--- config.mk ---
export PLATFORM = sky130hd
export DESIGN_NAME = ejector_packet_scheduler
export DESIGN_NICKNAME = d
export VERILOG_FILES = /design/src/rtl/ejector_packet_scheduler_pkg.sv /design/src/rtl/ejector_skid_buffer.sv /design/src/rtl/ejector_packet_scheduler.sv
export SDC_FILE = /design/constraint.sdc
export NUM_CORES = 1
export LEC_CHECK = 0
export ABC_CLOCK_PERIOD_IN_PS = 2200
export CORE_ASPECT_RATIO = 0.9
export CORE_UTILIZATION = 35
export DETAILED_ROUTE_END_ITERATION = 8
export GPL_TIMING_DRIVEN = 0
export PLACE_DENSITY_LB_ADDON = 0.15
export SETUP_SLACK_MARGIN = 0.3
export SLEW_MARGIN = 20
export SYNTH_ARGS = -nofsm -noshare
export SYNTH_HDL_FRONTEND = slang
export SYNTH_SLANG_ARGS = --single-unit
--- constraint.sdc ---
create_clock -name clk_i -period 2.2 [get_ports clk_i]
set_input_delay 0.33 -clock clk_i [delete_from_list [all_inputs] [get_ports clk_i]]
set_output_delay 0.33 -clock clk_i [all_outputs]
set_load 0.01 [all_outputs]
--- src/rtl/ejector_packet_scheduler_pkg.sv ---
// Shared definitions for the ejector packet scheduler: flit type codes,
// FSM state encodings and the flit-type field decode helper.
package ejector_packet_scheduler_pkg;

    // Flit type codes carried in data[FlitWidth +: FlitTypeWidth]
    typedef enum logic [1:0] {
        FlitHeader     = 2'b00,
        FlitPayload    = 2'b01,
        FlitTail       = 2'b10,
        FlitHeaderTail = 2'b11
    } flit_type_e;

    // Scheduler FSM encodings
    localparam logic [0:0] ST_IDLE   = 1'b0;
    localparam logic [0:0] ST_LOCKED = 1'b1;

    // Default packed-flit geometry {vn_id, broadcast, flit_type, flit}
    localparam int unsigned DefaultFlitWidth     = 64;
    localparam int unsigned DefaultFlitTypeWidth = 2;
    localparam int unsigned DefaultDataWidth     = 70;

    // Interpret the low two bits of the extracted type field
    function automatic flit_type_e decode_flit_type(input logic [1:0] raw);
        return flit_type_e'(raw);
    endfunction

endpackage

--- src/rtl/ejector_skid_buffer.sv ---
// Two-entry valid/ready register slice. The head entry drives the outputs
// directly, so valid_o/data_o are registered and stay stable under backpressure.
// Input ready depends only on occupancy, never on out_ready_i.
module ejector_skid_buffer #(
    parameter int unsigned DataWidth = 70
) (
    input  logic                 clk_i,
    input  logic                 rst_ni,
    input  logic                 in_valid_i,
    output logic                 in_ready_o,
    input  logic [DataWidth-1:0] in_data_i,
    output logic                 out_valid_o,
    input  logic                 out_ready_i,
    output logic [DataWidth-1:0] out_data_o
);

    logic [1:0]           r_count;
    logic [DataWidth-1:0] r_head;
    logic [DataWidth-1:0] r_tail;
    logic                 w_push;
    logic                 w_pop;

    assign in_ready_o  = (r_count != 2'd2);
    assign out_valid_o = (r_count != 2'd0);
    assign out_data_o  = r_head;
    assign w_push      = in_valid_i & in_ready_o;
    assign w_pop       = out_valid_o & out_ready_i;

    // Occupancy and storage update; head refills from input or from tail
    always_ff @(posedge clk_i or negedge rst_ni) begin
        if (!rst_ni) begin
            r_count <= 2'd0;
            r_head  <= '0;
            r_tail  <= '0;
        end else begin
            if (w_push && ((r_count == 2'd0) || ((r_count == 2'd1) && w_pop))) begin
                r_head <= in_data_i;
            end else if (w_pop && (r_count == 2'd2)) begin
                r_head <= r_tail;
            end
            if (w_push && (r_count == 2'd1) && !w_pop) begin
                r_tail <= in_data_i;
            end
            case ({w_push, w_pop})
                2'b10:   r_count <= r_count + 2'd1;
                2'b01:   r_count <= r_count - 2'd1;
                default: r_count <= r_count;
            endcase
        end
    end

endmodule

--- src/rtl/ejector_packet_scheduler.sv ---
// Packet-atomic round-robin scheduler sharing one ejector sink among several
// packed-flit streams. A header locks the grant until its tail; the output is
// registered through a two-entry skid stage.
module ejector_packet_scheduler
    import ejector_packet_scheduler_pkg::*;
#(
    parameter int unsigned NumberOfRequesters     = 2,
    parameter int unsigned NetworkIfFlitWidth     = 64,
    parameter int unsigned NetworkIfFlitTypeWidth = 2,
    parameter int unsigned NetworkIfDataWidth     = 70
) (
    input  logic                                             clk_i,
    input  logic                                             rst_ni,
    input  logic [NumberOfRequesters-1:0]                    req_valid_i,
    output logic [NumberOfRequesters-1:0]                    req_ready_o,
    input  logic [NumberOfRequesters*NetworkIfDataWidth-1:0] req_data_i,
    output logic                                             valid_o,
    input  logic                                             ready_i,
    output logic [NetworkIfDataWidth-1:0]                    data_o,
    output logic [NumberOfRequesters-1:0]                    grant_o,
    output logic                                             proto_err_o
);

    localparam int unsigned N    = NumberOfRequesters;
    localparam int unsigned DW   = NetworkIfDataWidth;
    localparam int unsigned IdxW = (N > 1) ? $clog2(N) : 1;
    localparam logic [IdxW-1:0] LastIdx = IdxW'(N - 1);

    logic [0:0]                  r_state;
    logic [IdxW-1:0]             r_owner;
    logic [IdxW-1:0]             r_ptr;
    logic                        r_err;

    logic                        w_found;
    logic [IdxW-1:0]             w_winner;
    logic [IdxW-1:0]             w_sel;
    logic [IdxW-1:0]             w_ptr_next;
    logic [N-1:0]                w_grant_eff;
    logic                        w_sel_valid;
    logic [DW-1:0]               w_sel_data;
    logic [NetworkIfFlitTypeWidth-1:0] w_type_raw;
    flit_type_e                  w_type;
    logic                        w_skid_ready;
    logic                        w_xfer;

    // Round-robin pick: first valid requester at or after the pointer
    always_comb begin
        w_found  = 1'b0;
        w_winner = '0;
        for (int unsigned k = 0; k < N; k++) begin
            int unsigned cand;
            cand = (32'(r_ptr) + k) % N;
            if (!w_found && req_valid_i[cand]) begin
                w_found  = 1'b1;
                w_winner = IdxW'(cand);
            end
        end
    end

    // Effective grant, selected flit and its decoded type
    always_comb begin
        w_sel       = (r_state == ST_LOCKED) ? r_owner : w_winner;
        w_grant_eff = '0;
        if ((r_state == ST_LOCKED) || w_found) begin
            w_grant_eff[w_sel] = 1'b1;
        end
        w_sel_valid = |(req_valid_i & w_grant_eff);
        w_sel_data  = req_data_i[w_sel*DW +: DW];
        w_type_raw  = w_sel_data[NetworkIfFlitWidth +: NetworkIfFlitTypeWidth];
        w_type      = decode_flit_type(w_type_raw[1:0]);
        w_ptr_next  = (w_sel == LastIdx) ? '0 : w_sel + 1'b1;
    end

    // Visible owner: registered owner while locked, nothing while idle
    always_comb begin
        grant_o = '0;
        if (r_state == ST_LOCKED) begin
            grant_o[r_owner] = 1'b1;
        end
    end

    assign req_ready_o = w_grant_eff & {N{w_skid_ready}};
    assign w_xfer      = w_sel_valid & w_skid_ready;
    assign proto_err_o = r_err;

    // Lock/unlock on transferred flits; malformed sequences set the sticky error
    always_ff @(posedge clk_i or negedge rst_ni) begin
        if (!rst_ni) begin
            r_state <= ST_IDLE;
            r_owner <= '0;
            r_ptr   <= '0;
            r_err   <= 1'b0;
        end else if (w_xfer) begin
            if (r_state == ST_IDLE) begin
                if (w_type == FlitHeader) begin
                    r_state <= ST_LOCKED;
                    r_owner <= w_sel;
                end else begin
                    // A packet must start with a header; treat a stray flit as single-flit
                    r_ptr <= w_ptr_next;
                    if ((w_type == FlitPayload) || (w_type == FlitTail)) begin
                        r_err <= 1'b1;
                    end
                end
            end else begin
                if ((w_type == FlitTail) || (w_type == FlitHeaderTail)) begin
                    r_state <= ST_IDLE;
                    r_ptr   <= w_ptr_next;
                end else if (w_type == FlitHeader) begin
                    r_err <= 1'b1;
                end
            end
        end
    end

    ejector_skid_buffer #(
        .DataWidth(DW)
    ) u_skid (
        .clk_i      (clk_i),
        .rst_ni     (rst_ni),
        .in_valid_i (w_sel_valid),
        .in_ready_o (w_skid_ready),
        .in_data_i  (w_sel_data),
        .out_valid_o(valid_o),
        .out_ready_i(ready_i),
        .out_data_o (data_o)
    );

endmodule

[Yosys cells after proc, flatten, opt, wreduce, memory -nomap -nowiden]
Index checks and enable logic that the tools add are counted.
W data, S select, Z words.
Storage, ports and cells
  register bits after elaboration: 146
  bits in latches: 0
  memory bits (writable): 0
  bits in read-only memories: 0
  bits of input ports: 145
  output and inout port bits: 76
  logic and storage cells: 90
  memories: 0
Cells by class
  add/subtract/negate cells: 4
  $mul: 1
  div/mod/pow operators: 0
  $lt $le $gt $ge: 6
  equality and inequality tests: 12
  shifts and indexed selects: 1
  muxes and demuxes: 30
  bitwise gates (word level): 5
  reductions and logical operators: 24
Operators by type and width (count)
  $mux W70: 2
  $shiftx A140 B9 Y70: 1
  $mux W1: 23
  $eq A2 B2 Y1 const B: 4
  $logic_and A1 B1 Y1: 8
  $lt A1 B2 Y1 const B: 4
  $reduce_bool A2 Y1: 4
  $mul A1 B6 Y7 const B: 1
  $eq A2 B1 Y1 const B: 3
  $ne A2 B2 Y1 const B: 3
  $reduce_and A3 Y1: 2
  $reduce_and A5 Y1: 1
  $and A2 B2 Y2: 2
  $logic_not A2 Y1: 2
  $logic_or A1 B1 Y1: 4
  $mux W2: 2
  $ne A2 B1 Y1 const B: 2
  $pmux W2 S2: 1
  $add A1 B1 Y1 const B: 2
  $add A2 B1 Y2 const B: 1
  $and A1 B1 Y1: 2
  $demux W1 S1: 2
  $ge A1 B1 Y1 const B: 2
  $logic_not A1 Y1: 2
  3 further kinds: 3

[Longest topological paths before layout]
Gate-level depths: netlist of run 1.
  depth in word-level cells: 17
  gate-level depth with buffers: 9
  mapped depth without buffers: 7

[By module]
From an unflattened synthesis of run 1, not the netlist that was laid out.
Unflattened totals
  cell total of the unflattened synthesis: 598
  area total of the unflattened synthesis: 7681.1 µm²
Modules (own cells, without submodules)
  ejector_skid_buffer: times used 1, cells each 479, area each 6470.0 µm², seq. area each 3553.4 µm²
  ejector_packet_scheduler: times used 1, cells each 119, area each 1211.2 µm², seq. area each 100.1 µm²

[Least setup slack after synthesis of run 1]
No wires, ideal clock.
  path kind: flip-flop to flip-flop
  start point: reg u_skid.r_count[0]
  end point: reg u_skid.r_head[65] (netlist: u_skid.out_data_o[65])
  arrival: 1.891 ns
  required time: 2.067 ns
  slack: 0.176 ns
  cell stages (with the launch flop): 10
  path buffers: 2
  clock period less this slack: 2.024 ns
  cells stage by stage: dfrtp_1 -> inv_1 -> ha_1 -> nor2b_1 -> and2_1 -> clkbuf_1 -> clkbuf_1 -> mux2_2 -> nand2_1 -> o21ai_0
Between the ends
  cells in the longest elaborated chain, start to end: 6
  elaborated cells on any way between the ends: 13
  classes of those cells: eq/ne: 3; mux: 1; bitwise: 2; reduce/logical: 7
Ends and longest elaborated chain
  start, declared: RTL line ejector_skid_buffer.sv:17  | logic [1:0] r_count;
  start signal, assigned: RTL line ejector_skid_buffer.sv:45  | 2'b10: r_count <= r_count + 2'd1;
  start signal, assigned: RTL line ejector_skid_buffer.sv:46  | 2'b01: r_count <= r_count - 2'd1;
  start signal, assigned: RTL line ejector_skid_buffer.sv:47  | default: r_count <= r_count;
  $reduce_bool A2 Y1: RTL line ejector_skid_buffer.sv:24  | assign out_valid_o = (r_count != 2'd0);
  $and A1 B1 Y1: RTL line ejector_skid_buffer.sv:27  | assign w_pop = out_valid_o & out_ready_i;
  $logic_and A1 B1 Y1: RTL line ejector_skid_buffer.sv:36  | if (w_push && ((r_count == 2'd0) || ((r_count == 2'd1) && w_pop))) begin
  $logic_or A1 B1 Y1: RTL line ejector_skid_buffer.sv:36
  $logic_and A1 B1 Y1: RTL line ejector_skid_buffer.sv:36
  $mux W70 / $reduce_bool A2 Y1 (equally long branches)
  end signal, assigned: RTL line ejector_skid_buffer.sv:37  | r_head <= in_data_i;
  end signal, assigned: RTL line ejector_skid_buffer.sv:39  | r_head <= r_tail;
  end, declared: RTL line ejector_skid_buffer.sv:18  | logic [DataWidth-1:0] r_head;
Several ways; a longest one is shown, not always the timed one.
A chain may end at the register's enable or synchronous reset.

[Final worst setup path of run 1]
  start point: reg r_state
  end point: reg u_skid.r_tail[18]
Between the ends
  cells in the longest elaborated chain, start to end: 11
  elaborated cells on any way between the ends: 15
  classes of those cells: mul: 1; order compare: 2; shift: 1; mux: 4; bitwise: 2; reduce/logical: 5
Ends and longest elaborated chain
  start, declared: RTL line ejector_packet_scheduler.sv:29  | logic [0:0] r_state;
  start signal, assigned: RTL line ejector_packet_scheduler.sv:89  | r_state <= ST_IDLE;
  start signal, assigned: RTL line ejector_packet_scheduler.sv:96  | r_state <= ST_LOCKED;
  start signal, assigned: RTL line ejector_packet_scheduler.sv:107  | r_state <= ST_IDLE;
  branches (longest 11 deep; another with $mul A1 B6 Y7)
  end signal, assigned: RTL line ejector_skid_buffer.sv:42  | r_tail <= in_data_i;
  end, declared: RTL line ejector_skid_buffer.sv:19  | logic [DataWidth-1:0] r_tail;
Several ways; the timed one is not identified.

==> impl_metrics.yaml, run 1 <==
floorplanning:
  die_x_um: 148
  dieHeight_um: 133
  ios: 221
  core_area_sq_um: 18500
  start_util_pct: 36.1
  die_area_sq_um: 19700
  rows: 47
place:
  dp_hpwl_um: 13600
  placed_cell_area_sq_um: 9280
  port_buffers: 220
  placed_cells: 1059
  place_ws_ns: -0.816
  place.gp.congestion: 0.798
finish:
  antenna_cells: 0
  layout.cells.non_filler: 1130
  post-route-cell-area_sq_um: 11500
  register_area_sq_um: 3650
  multi_input_area_sq_um: 3500
  nets: 1021
  fillers: 1478
  drive_gt1_share_pct: 30.2
  area_growth_pct: 71.4
critical_path:
  cp.required_ns: 2.49
  slowest_delay_ns: 0.41
  path_max_fanout: 10
  critPathMostFrequentCell: "buf_6"
  cp_top_family: "buffers and inverters"
  worstSetupPathType: "reg -> reg"
  arrival_ns: 2.48
  critPathBufInv: 4
  start_kind: "flip-flop"
  crit_chain: "buf_6, a21bo_2, a221o_1, or3b_1, buf_6, clkbuf_16, buf_12, nand2_1, o21ai_2"
  critPathCaptureType: "flip-flop"
  crit_path_top_delay_cell: "or3b_1"
yosys:
  synth_area_sq_um: 6690
  synth_edf_count: 0
  synth_most_common_cell: "dfrtp_1"
  yosys_warnings: 0
  synth_common_cells: "dfrtp_1, nor2_1, nand2_1"
  yosysSeqAreaShare_pct: 54.6
  synth_cells: 593
  syn_avg_cell_area_sq_um: 11.3
  yosysTopAreaCellShare_pct: 54.6
  ys.flop_type: "dfrtp_1"
  yosys_register_bits: 146
  ys_async_sr_fraction_pct: 100
  synth_top_area_cell: "dfrtp_1"
  synth_area_leaders: "dfrtp_1, a221o_1, mux2i_1"
  synth.lib_cells_used.distinct: 30
  syn-num-nets: 742
clocking:
  cts_root_buf: "clkbuf_16"
  path_clk_slew_ns: 0.07
  tritoncts: "done"
  cts_buffers: 17
  clk_latency_ns: 0.42
  clkSinkCount: 146
  htree_levels: 4
  clockBufferDepth: 2
sta:
  timing.fmax_mhz: 456
  setup_tns_ns: 0
  final-setup-viol-count: 0
  rsz0062_at_grt: "true"
  fin_skew_ns: 0.0106
  fin_crit_sh_pct: 99.6
  slew_viol_final: 0
  final_hold_viol_count: 0
  tightest_slew_ns: 0.550
  relSlewSlack_pct: 63.3
  layout_min_cycle_time_ns: 2.19
  worst_slack_ns: 0.00898
power:
  power_density_nw_per_um2: 1540
  p_seq_share_pct: 26.9
  ir_worst_vdd_mv: 0.648
  clkPwrFrac_pct: 15.9
  power_frac_comb_pct: 57.2
  p_leak_nw: 4.81
  p_sw_mw: 6.46
  internal-power_mw: 11.2
  power_mw: 17.6
  switching_share_pct: 36.7
grt:
  grt_max_degree: 84
  overflow: 0
  antenna_found_initial: 0
  grt_usage_pct: 21.3
  grt_pass1_wl_um: 32400
  grt_pass1_vias: 6056
hold_path:
  hp-class: "in -> async"
drt:
  routed-via-count: 5849
  drc: 0
  avgRoutedWirePerCell_um: 18.7
  antenna_left: 0
  viasPerCell: 5.18
  first_iter_violations: 320
  drt-total-wl_um: 21100
  firstDrtPassIters: 4
flow_run:
  drv_cap: 0
outcome:
  run_status: "complete, no violations"
## placed cells by master, fill, tap and decap left out, drive strengths merged
master,netlist,routed
nor2b,3,3
clkbuf,17,34
mux2,3,3
dlygate4sd3,0,1
nand2,73,73
mux4,1,1
dfrtp,146,146
bufinv,0,1
xnor2,2,2
xor2,2,2
o31ai,1,1
nor3,3,3
buf,31,74
or3b,1,1
clkdlybuf4s50,0,213
a221o,70,70
ha,4,4
mux2i,70,70
and2,1,1
or2,1,2
dlygate4sd2,0,2
dlymetal6s2s,0,2
clkinv,0,5
a21bo,1,1
nand3b,1,1
o21ai,73,73
and4b,1,1
inv,8,11
a21o,2,2
clkinvlp,0,4
nor2,75,75
a21oi,3,3
## power groups by stage
stage	registers, mW	logic [mW]	clock network [mW]
after floorplan	4.84	4.01	0
after global placement	4.68	6.87	0
after detailed placement	4.71	7.07	0
after CTS	4.69	8.60	2.83
after global routing	4.89	10.7	2.98
final	4.75	10.1	2.80
## layer usage
| layer | up-vias | wire (um) | track usage (%) |
|---|---|---|---|
| met5 | - | 0 | 0 |
| met4 | 0 | 338 | 5.90 |
| met3 | 23 | 1130 | 4.93 |
| met2 | 171 | 10300 | 34.8 |
| met1 | 2942 | 9290 | 28.5 |
| li1 | 2713 | - | - |
## worst register-to-register path, stage by stage (launching register included)
cell	delay [ns]
dfrtp_1	0.38
buf_6	0.14
a21bo_2	0.19
a221o_1	0.33
or3b_1	0.41
buf_6	0.16
clkbuf_16	0.17
buf_12	0.15
nand2_1	0.08
o21ai_2	0.05
## registers in the layout, indices dropped and copies added (netlist names)
| signal | count |
|---|---|
| u_skid.r_tail | 70 |
| u_skid.out_data_o | 70 |
| r_state | 1 |
| u_skid.r_count | 2 |
| r_ptr | 1 |
| proto_err_o | 1 |
| r_owner | 1 |
## area by class of cell
type	count	share of cell area, %
flip-flops and latches	146	31.9
clock buffers	19	3.86
inverters	8	0.327
clock inverters	13	1.09
repair buffers	260	24.1
multi-input cells	392	30.6
plain buffers	47	5.56
well taps	245	2.67
## final timing paths
path	startpoint	end	slack, ns	depth (start not counted)
setup / recovery	r_state	u_skid.r_tail[18]	0.009	9
hold / removal	rst_ni	u_skid.out_data_o[53]	0.43	2
setup reg to reg	r_state	u_skid.r_tail[18]	0.009	9
hold reg to reg	proto_err_o	proto_err_o	0.46	1
max in group asynchronous	rst_ni	u_skid.out_data_o[18]	0.96	3
min in group clk_i	proto_err_o	proto_err_o	0.46	1
## per-stage QoR
step,util [%],hold WS [ns]
5_1_grt,61.9,0.474
2_1_floorplan,-,0.0344
4_1_cts,57.2,0.453
3_3_place_gp,49.9,0.458
6_report,61.9,0.433
3_5_place_dp,50.1,0.302
## repair_timing
| item | CTS | global route |
|---|---|---|
| buffers inserted | 13 | 13 |
| endpoints found under the hold margin | 63 | 0 |
| hold buffers | 1 | 0 |
| gates cloned | 8 | 5 |
| resized for setup | 141 | 160 |
| setup endpoints to repair | 147 | 148 |
| pin swaps | 6 | 30 |
## logic make-up (layout without fill, tap and decap cells)
family / count (synthesis) / after routing / synth area share [%]
flip-flops: 146 / 146 / 54.6
AO/OA/AOI/OAI: 150 / 150 / 18.5
adder cells (fa/ha/maj): 4 / 4 / 0.748
buffers and inverters: 56 / 347 / 4.81
AND/OR/NAND/NOR: 159 / 160 / 9.50
multiplexers: 74 / 74 / 11.3
XOR/XNOR: 4 / 4 / 0.524
No activity file was read; power rests on OpenSTA's default activity.
==> run 2: changes to the inputs <==
--- a/config.mk
+++ b/config.mk
@@ -12,6 +12,7 @@
 export GPL_TIMING_DRIVEN = 0
 export PLACE_DENSITY_LB_ADDON = 0.15
 export SETUP_SLACK_MARGIN = 0.3
+export SKIP_CTS_REPAIR_TIMING = 1
 export SLEW_MARGIN = 20
 export SYNTH_ARGS = -nofsm -noshare
 export SYNTH_HDL_FRONTEND = slang
==> constraint.sdc (replaced) <==
create_clock -name clk_i -period 2.2 [get_ports clk_i]
set_input_delay 0.66 -clock clk_i [delete_from_list [all_inputs] [get_ports clk_i]]
set_output_delay 0.66 -clock clk_i [all_outputs]
set_load 0.01 [all_outputs]
==> run 2 against run 1 <==
The run now ends with negative setup slack left; via count rose by 2.3%; setup slack lost 0.29 ns; global-route usage fell by 0.88 points; clock skew shrank 0.0032 ns; non-clock buffer count increased by 4; utilization increased by 3.8 points; clock power barely moved; sequential power increased by 4.2%; clock-buffer cell count down 1; critical endpoint is now req_ready_o[1].
==> impl_metrics.yaml, run 2 (synthesized netlist as in run 1, its figures left out) <==
outcome:
  run_status: "finished with violations"
  violations: "negative setup slack"
floorplanning:
  core_area_sq_um: 18500
  ios: 221
  die_area_sq_um: 19700
  dieHeight_um: 133
  die_x_um: 148
  rows: 47
  start_util_pct: 36.1
sta:
  tightest_slew_ns: 0.554
  fin_crit_sh_pct: 113
  final-setup-viol-count: 143
  worst_slack_ns: -0.277
  final_hold_viol_count: 0
  timing.fmax_mhz: 404
  rsz0062_at_grt: "true"
  layout_min_cycle_time_ns: 2.48
  fin_skew_ns: 0.00746
  slew_viol_final: 0
  holdWs_ns: 0.177
  relSlewSlack_pct: 63.1
finish:
  area_growth_pct: 82.1
  final_cell_mix: "dfrtp_1, clkdlybuf4s50_1, dlymetal6s2s_1, a221o_1, o21ai_2"
  final_common_cell: "dfrtp_1"
  nets: 1024
  antenna_cells: 0
  fin_util_pct: 65.8
  drive_gt1_share_pct: 41.6
  fillers: 1383
clocking:
  clkSinkCount: 146
  clockBufferDepth: 2
  htree_levels: 4
  cts_buffers: 17
  cts_root_buf: "clkbuf_16"
  clk_latency_ns: 0.43
  tritoncts: "done"
  path_clk_slew_ns: 0.06
critical_path:
  startpoint: "r_state"
  worstSetupPathType: "reg -> out"
  path_max_fanout: 5
  cp.required_ns: 1.54
  start_kind: "flip-flop"
  arrival_ns: 1.82
  r2r_start: "r_state"
  critPathCaptureType: "output pin"
grt:
  overflow: 0
  grt_pass1_vias: 5795
  grt_max_degree: 79
  grt_pass1_wl_um: 30800
  antenna_found_initial: 0
  grt_usage_pct: 20.5
place:
  port_buffers: 220
  dp_hpwl_um: 14000
  place.gp.congestion: 0.775
drt:
  firstDrtPassIters: 4
  viasPerCell: 5.28
  drt-total-wl_um: 22600
  wl_met3_um: 1040
  routed-via-count: 5982
  dr_wl_met2_um: 11700
  wl_met1_um: 9690
  drc: 0
  dr.max_layer_used: "met4"
  antenna_left: 0
  first_iter_violations: 257
  avgRoutedWirePerCell_um: 20.0
flow_run:
  drv_cap: 0
power:
  power_density_nw_per_um2: 1490
  p_leak_nw: 5.88
  ir_worst_vdd_mv: 0.616
hold_path:
  hp-class: "in -> async"
-- run 2: cell type report --
type / count / area (sq um) / area share [%]
timing repair buffer: 263 / 3080 / 25.3
buffer: 48 / 639 / 5.25
tap: 245 / 307 / 2.52
multi-input combinational: 391 / 3900 / 32.0
clock buffer: 18 / 439 / 3.61
sequential: 146 / 3650 / 30.0
inverter: 8 / 35.0 / 0.288
clock inverter: 14 / 130 / 1.07
-- run 2: power by group --
| group | switching [mW] | internal, mW | leakage (nW) | total, mW |
|---|---|---|---|---|
| sequential | 0.977 | 3.97 | 1.82 | 4.95 |
| clock | 1.20 | 1.60 | 0.277 | 2.80 |
| combinational | 4.82 | 5.64 | 3.78 | 10.5 |
| total | 7.00 | 11.2 | 5.88 | 18.2 |
-- run 2: path summary, 6_finish.rpt --
kind | to | slack, ns | depth (start not counted)
worst max-delay path | req_ready_o[1] | -0.28 | 7
worst min-delay path | u_skid.r_tail[63] | 0.18 | 1
worst max register to register | u_skid.r_tail[26] | -0.22 | 10
worst min register to register | proto_err_o | 0.46 | 1
max in group asynchronous | u_skid.r_tail[30] | 1.27 | 2
min in group clk_i | proto_err_o | 0.46 | 1
-- run 2: worst max-delay path, cell delays in order, from the launching register on --
cell and delay [ns]:
dfrtp_1 0.39, buf_6 0.14, o31ai_4 0.33, buf_12 0.16
buf_12 0.11, inv_6 0.03, nor3_4 0.09, buf_2 0.15
-- run 2: per-stage QoR --
step           cells  setup WS, ns  cell area (sq um)  power [mW]  TNS, ns
2_1_floorplan    593       -0.0333               6820        9.02    -1.18
3_3_place_gp    1058         -5.17               9330        11.7  -863.14
3_5_place_dp    1059         -1.27               9360        12.0  -114.62
4_1_cts         1091         -1.28               9930        14.8   -51.06
5_1_grt         1133        -0.330              12200        19.1   -30.26
6_report        1133        -0.277              12200        18.2   -21.52
-- run 2: routing by layer --
metal | GRT usage [%] | up-vias
met3 | 4.79 | 14
li1 | - | 2730
met5 | 0 | -
met1 | 27.3 | 3060
met2 | 32.7 | 178
met4 | 6.87 | 0
==> run 3: changes to the inputs <==
--- a/config.mk
+++ b/config.mk
@@ -12,7 +12,6 @@
 export GPL_TIMING_DRIVEN = 0
 export PLACE_DENSITY_LB_ADDON = 0.15
 export SETUP_SLACK_MARGIN = 0.3
-export SKIP_CTS_REPAIR_TIMING = 1
 export SLEW_MARGIN = 20
 export SYNTH_ARGS = -nofsm -noshare
 export SYNTH_HDL_FRONTEND = slang
==> run 3 against run 2 <==
The run still ends with negative setup slack left; non-clock buffer count shrank 6; sequential share of layout area grew 0.43 points; power shrank 0.98%; critical endpoint unchanged; critical path type is now in -> out; via count shrank 1.2%; final cell count shrank 0.53%; critical path depth grew 1; maximum frequency grew 3.3%; die area is the same; largest power group unchanged; combinational power is essentially flat.
==> impl_metrics.yaml, run 3 (synthesized netlist as in run 1, its figures left out) <==
sta:
  rsz0062_at_grt: "true"
  slew_viol_final: 0
  worst_slack_ns: -0.197
  final_hold_viol_count: 0
  relSlewSlack_pct: 62.6
  fin_skew_ns: 0.00805
  setup_tns_ns: -14.30
  final-setup-viol-count: 143
  layout_min_cycle_time_ns: 2.40
  fin_crit_sh_pct: 109
  tightest_slew_ns: 0.545
  timing.fmax_mhz: 417
critical_path:
  crit_chain: "buf_4, nor2b_4, o31ai_4, buf_12, buf_12, inv_6, nor3_4, buf_2"
  critPathMostFrequentCell: "buf_12"
  r2r_end: "u_skid.r_tail[18]"
  cp.required_ns: 1.54
  arrival_ns: 1.74
  critPathCaptureType: "output pin"
  start_kind: "primary input"
  crit_path_top_delay_cell: "o31ai_4"
  reg2reg_slack_ns: -0.19
  slowest_delay_ns: 0.31
  path_max_fanout: 4
  worstSetupPathType: "in -> out"
  r2r_start: "r_state"
  r2r_cells: 10
power:
  power_density_nw_per_um2: 1500
  p_leak_nw: 5.71
  power_mw: 18.0
  ir_worst_vdd_mv: 0.702
place:
  dp_hpwl_um: 14000
  port_buffers: 220
  place.gp.congestion: 0.775
  place_ws_ns: -1.27
clocking:
  clk_latency_ns: 0.43
  clkSinkCount: 146
  clockBufferDepth: 2
  tritoncts: "done"
  cts_buffers: 17
  path_clk_slew_ns: 0.06
  cts_hold_buffers: 0
  htree_levels: 4
  cts_root_buf: "clkbuf_16"
finish:
  final_common_cell: "dfrtp_1"
  antenna_cells: 0
  final_cell_mix: "dfrtp_1, clkdlybuf4s50_1, a221o_1, dlymetal6s2s_1, nor2_4"
  area_growth_pct: 79.6
  nets: 1018
  drive_gt1_share_pct: 39.0
  fin_util_pct: 64.8
hold_path:
  hp-class: "in -> async"
drt:
  routed-via-count: 5908
  viasPerCell: 5.24
  wl_met1_um: 9500
  dr_wl_met2_um: 10900
  wl_met3_um: 1370
  antenna_left: 0
  firstDrtPassIters: 5
  drt-total-wl_um: 22100
  drc: 0
  avgRoutedWirePerCell_um: 19.6
  dr.max_layer_used: "met4"
  first_iter_violations: 246
floorplanning:
  ios: 221
  die_area_sq_um: 19700
  start_util_pct: 36.1
  core_area_sq_um: 18500
  die_x_um: 148
  dieHeight_um: 133
  rows: 47
outcome:
  violations: "negative setup slack"
  run_status: "finished with violations"
grt:
  grt_pass1_wl_um: 32300
  antenna_found_initial: 0
  grt_pass1_vias: 5984
  grt_usage_pct: 21.4
  overflow: 0
  grt_max_degree: 79
flow_run:
  drv_cap: 0
==> run 3: final cells by class <==
class                   count  area (sq um)
repair buffers            257          3030
fillers                  1371          6510
clock inverters            14           130
plain buffers              48           638
clock buffers              18           439
inverters                   8          37.5
well taps                 245           307
multi-input cells         391          3780
flip-flops and latches    146          3650
==> run 3: critical path: cells and delay by family <==
family	cells	cell delay, ns
AOI/OAI and AO/OA	1	0.31
buffers and inverters	5	0.55
and+or+nand+nor	2	0.22
==> run 3: worst max path at each step <==
stage                    from  cells after the start                     to  slack, ns
6_report       req_valid_i[0]                      8         req_ready_o[1]      -0.20
3_3_place_gp           rst_ni                      1  u_skid.out_data_o[21]      -5.17
4_1_cts               r_state                      7         req_ready_o[1]      -0.24
5_1_grt               r_state                     10      u_skid.r_tail[18]      -0.24
3_5_place_dp   req_valid_i[1]                      8         req_ready_o[1]      -1.27
2_1_floorplan  req_valid_i[0]                      6         req_ready_o[1]      -0.03
==> run 3: per-stage QoR <==
step,cells,hold slack (ns),instance area (sq um)
floorplan,593,0.364,6820
global placement,1058,0.445,9330
detailed placement,1059,0.452,9360
CTS,1105,0.187,10500
global route,1127,0.201,12000
finish,1127,0.169,12000
==> run 3: power breakdown <==
group	switching, mW	internal [mW]	leakage (nW)	total [mW]
registers	0.811	3.97	1.82	4.79
clock network	1.21	1.60	0.277	2.80
logic	4.85	5.60	3.61	10.4
total	6.86	11.2	5.71	18.0
==> run 3: repair_timing <==
action                                  CTS  global route
endpoints found under the setup margin  222           219
pin swaps                                 9            19
gates resized for setup                 162           286
cloned                                    4            14
setup buffers                            10             8
endpoints found under the hold margin     0             0
==> run 3: per-layer routing <==
metal / vias up / global-route usage, %
met1: 2954 / 28.8
met3: 25 / 4.79
met5: - / 0
li1: 2717 / -
met4: 0 / 6.59
met2: 212 / 34.6
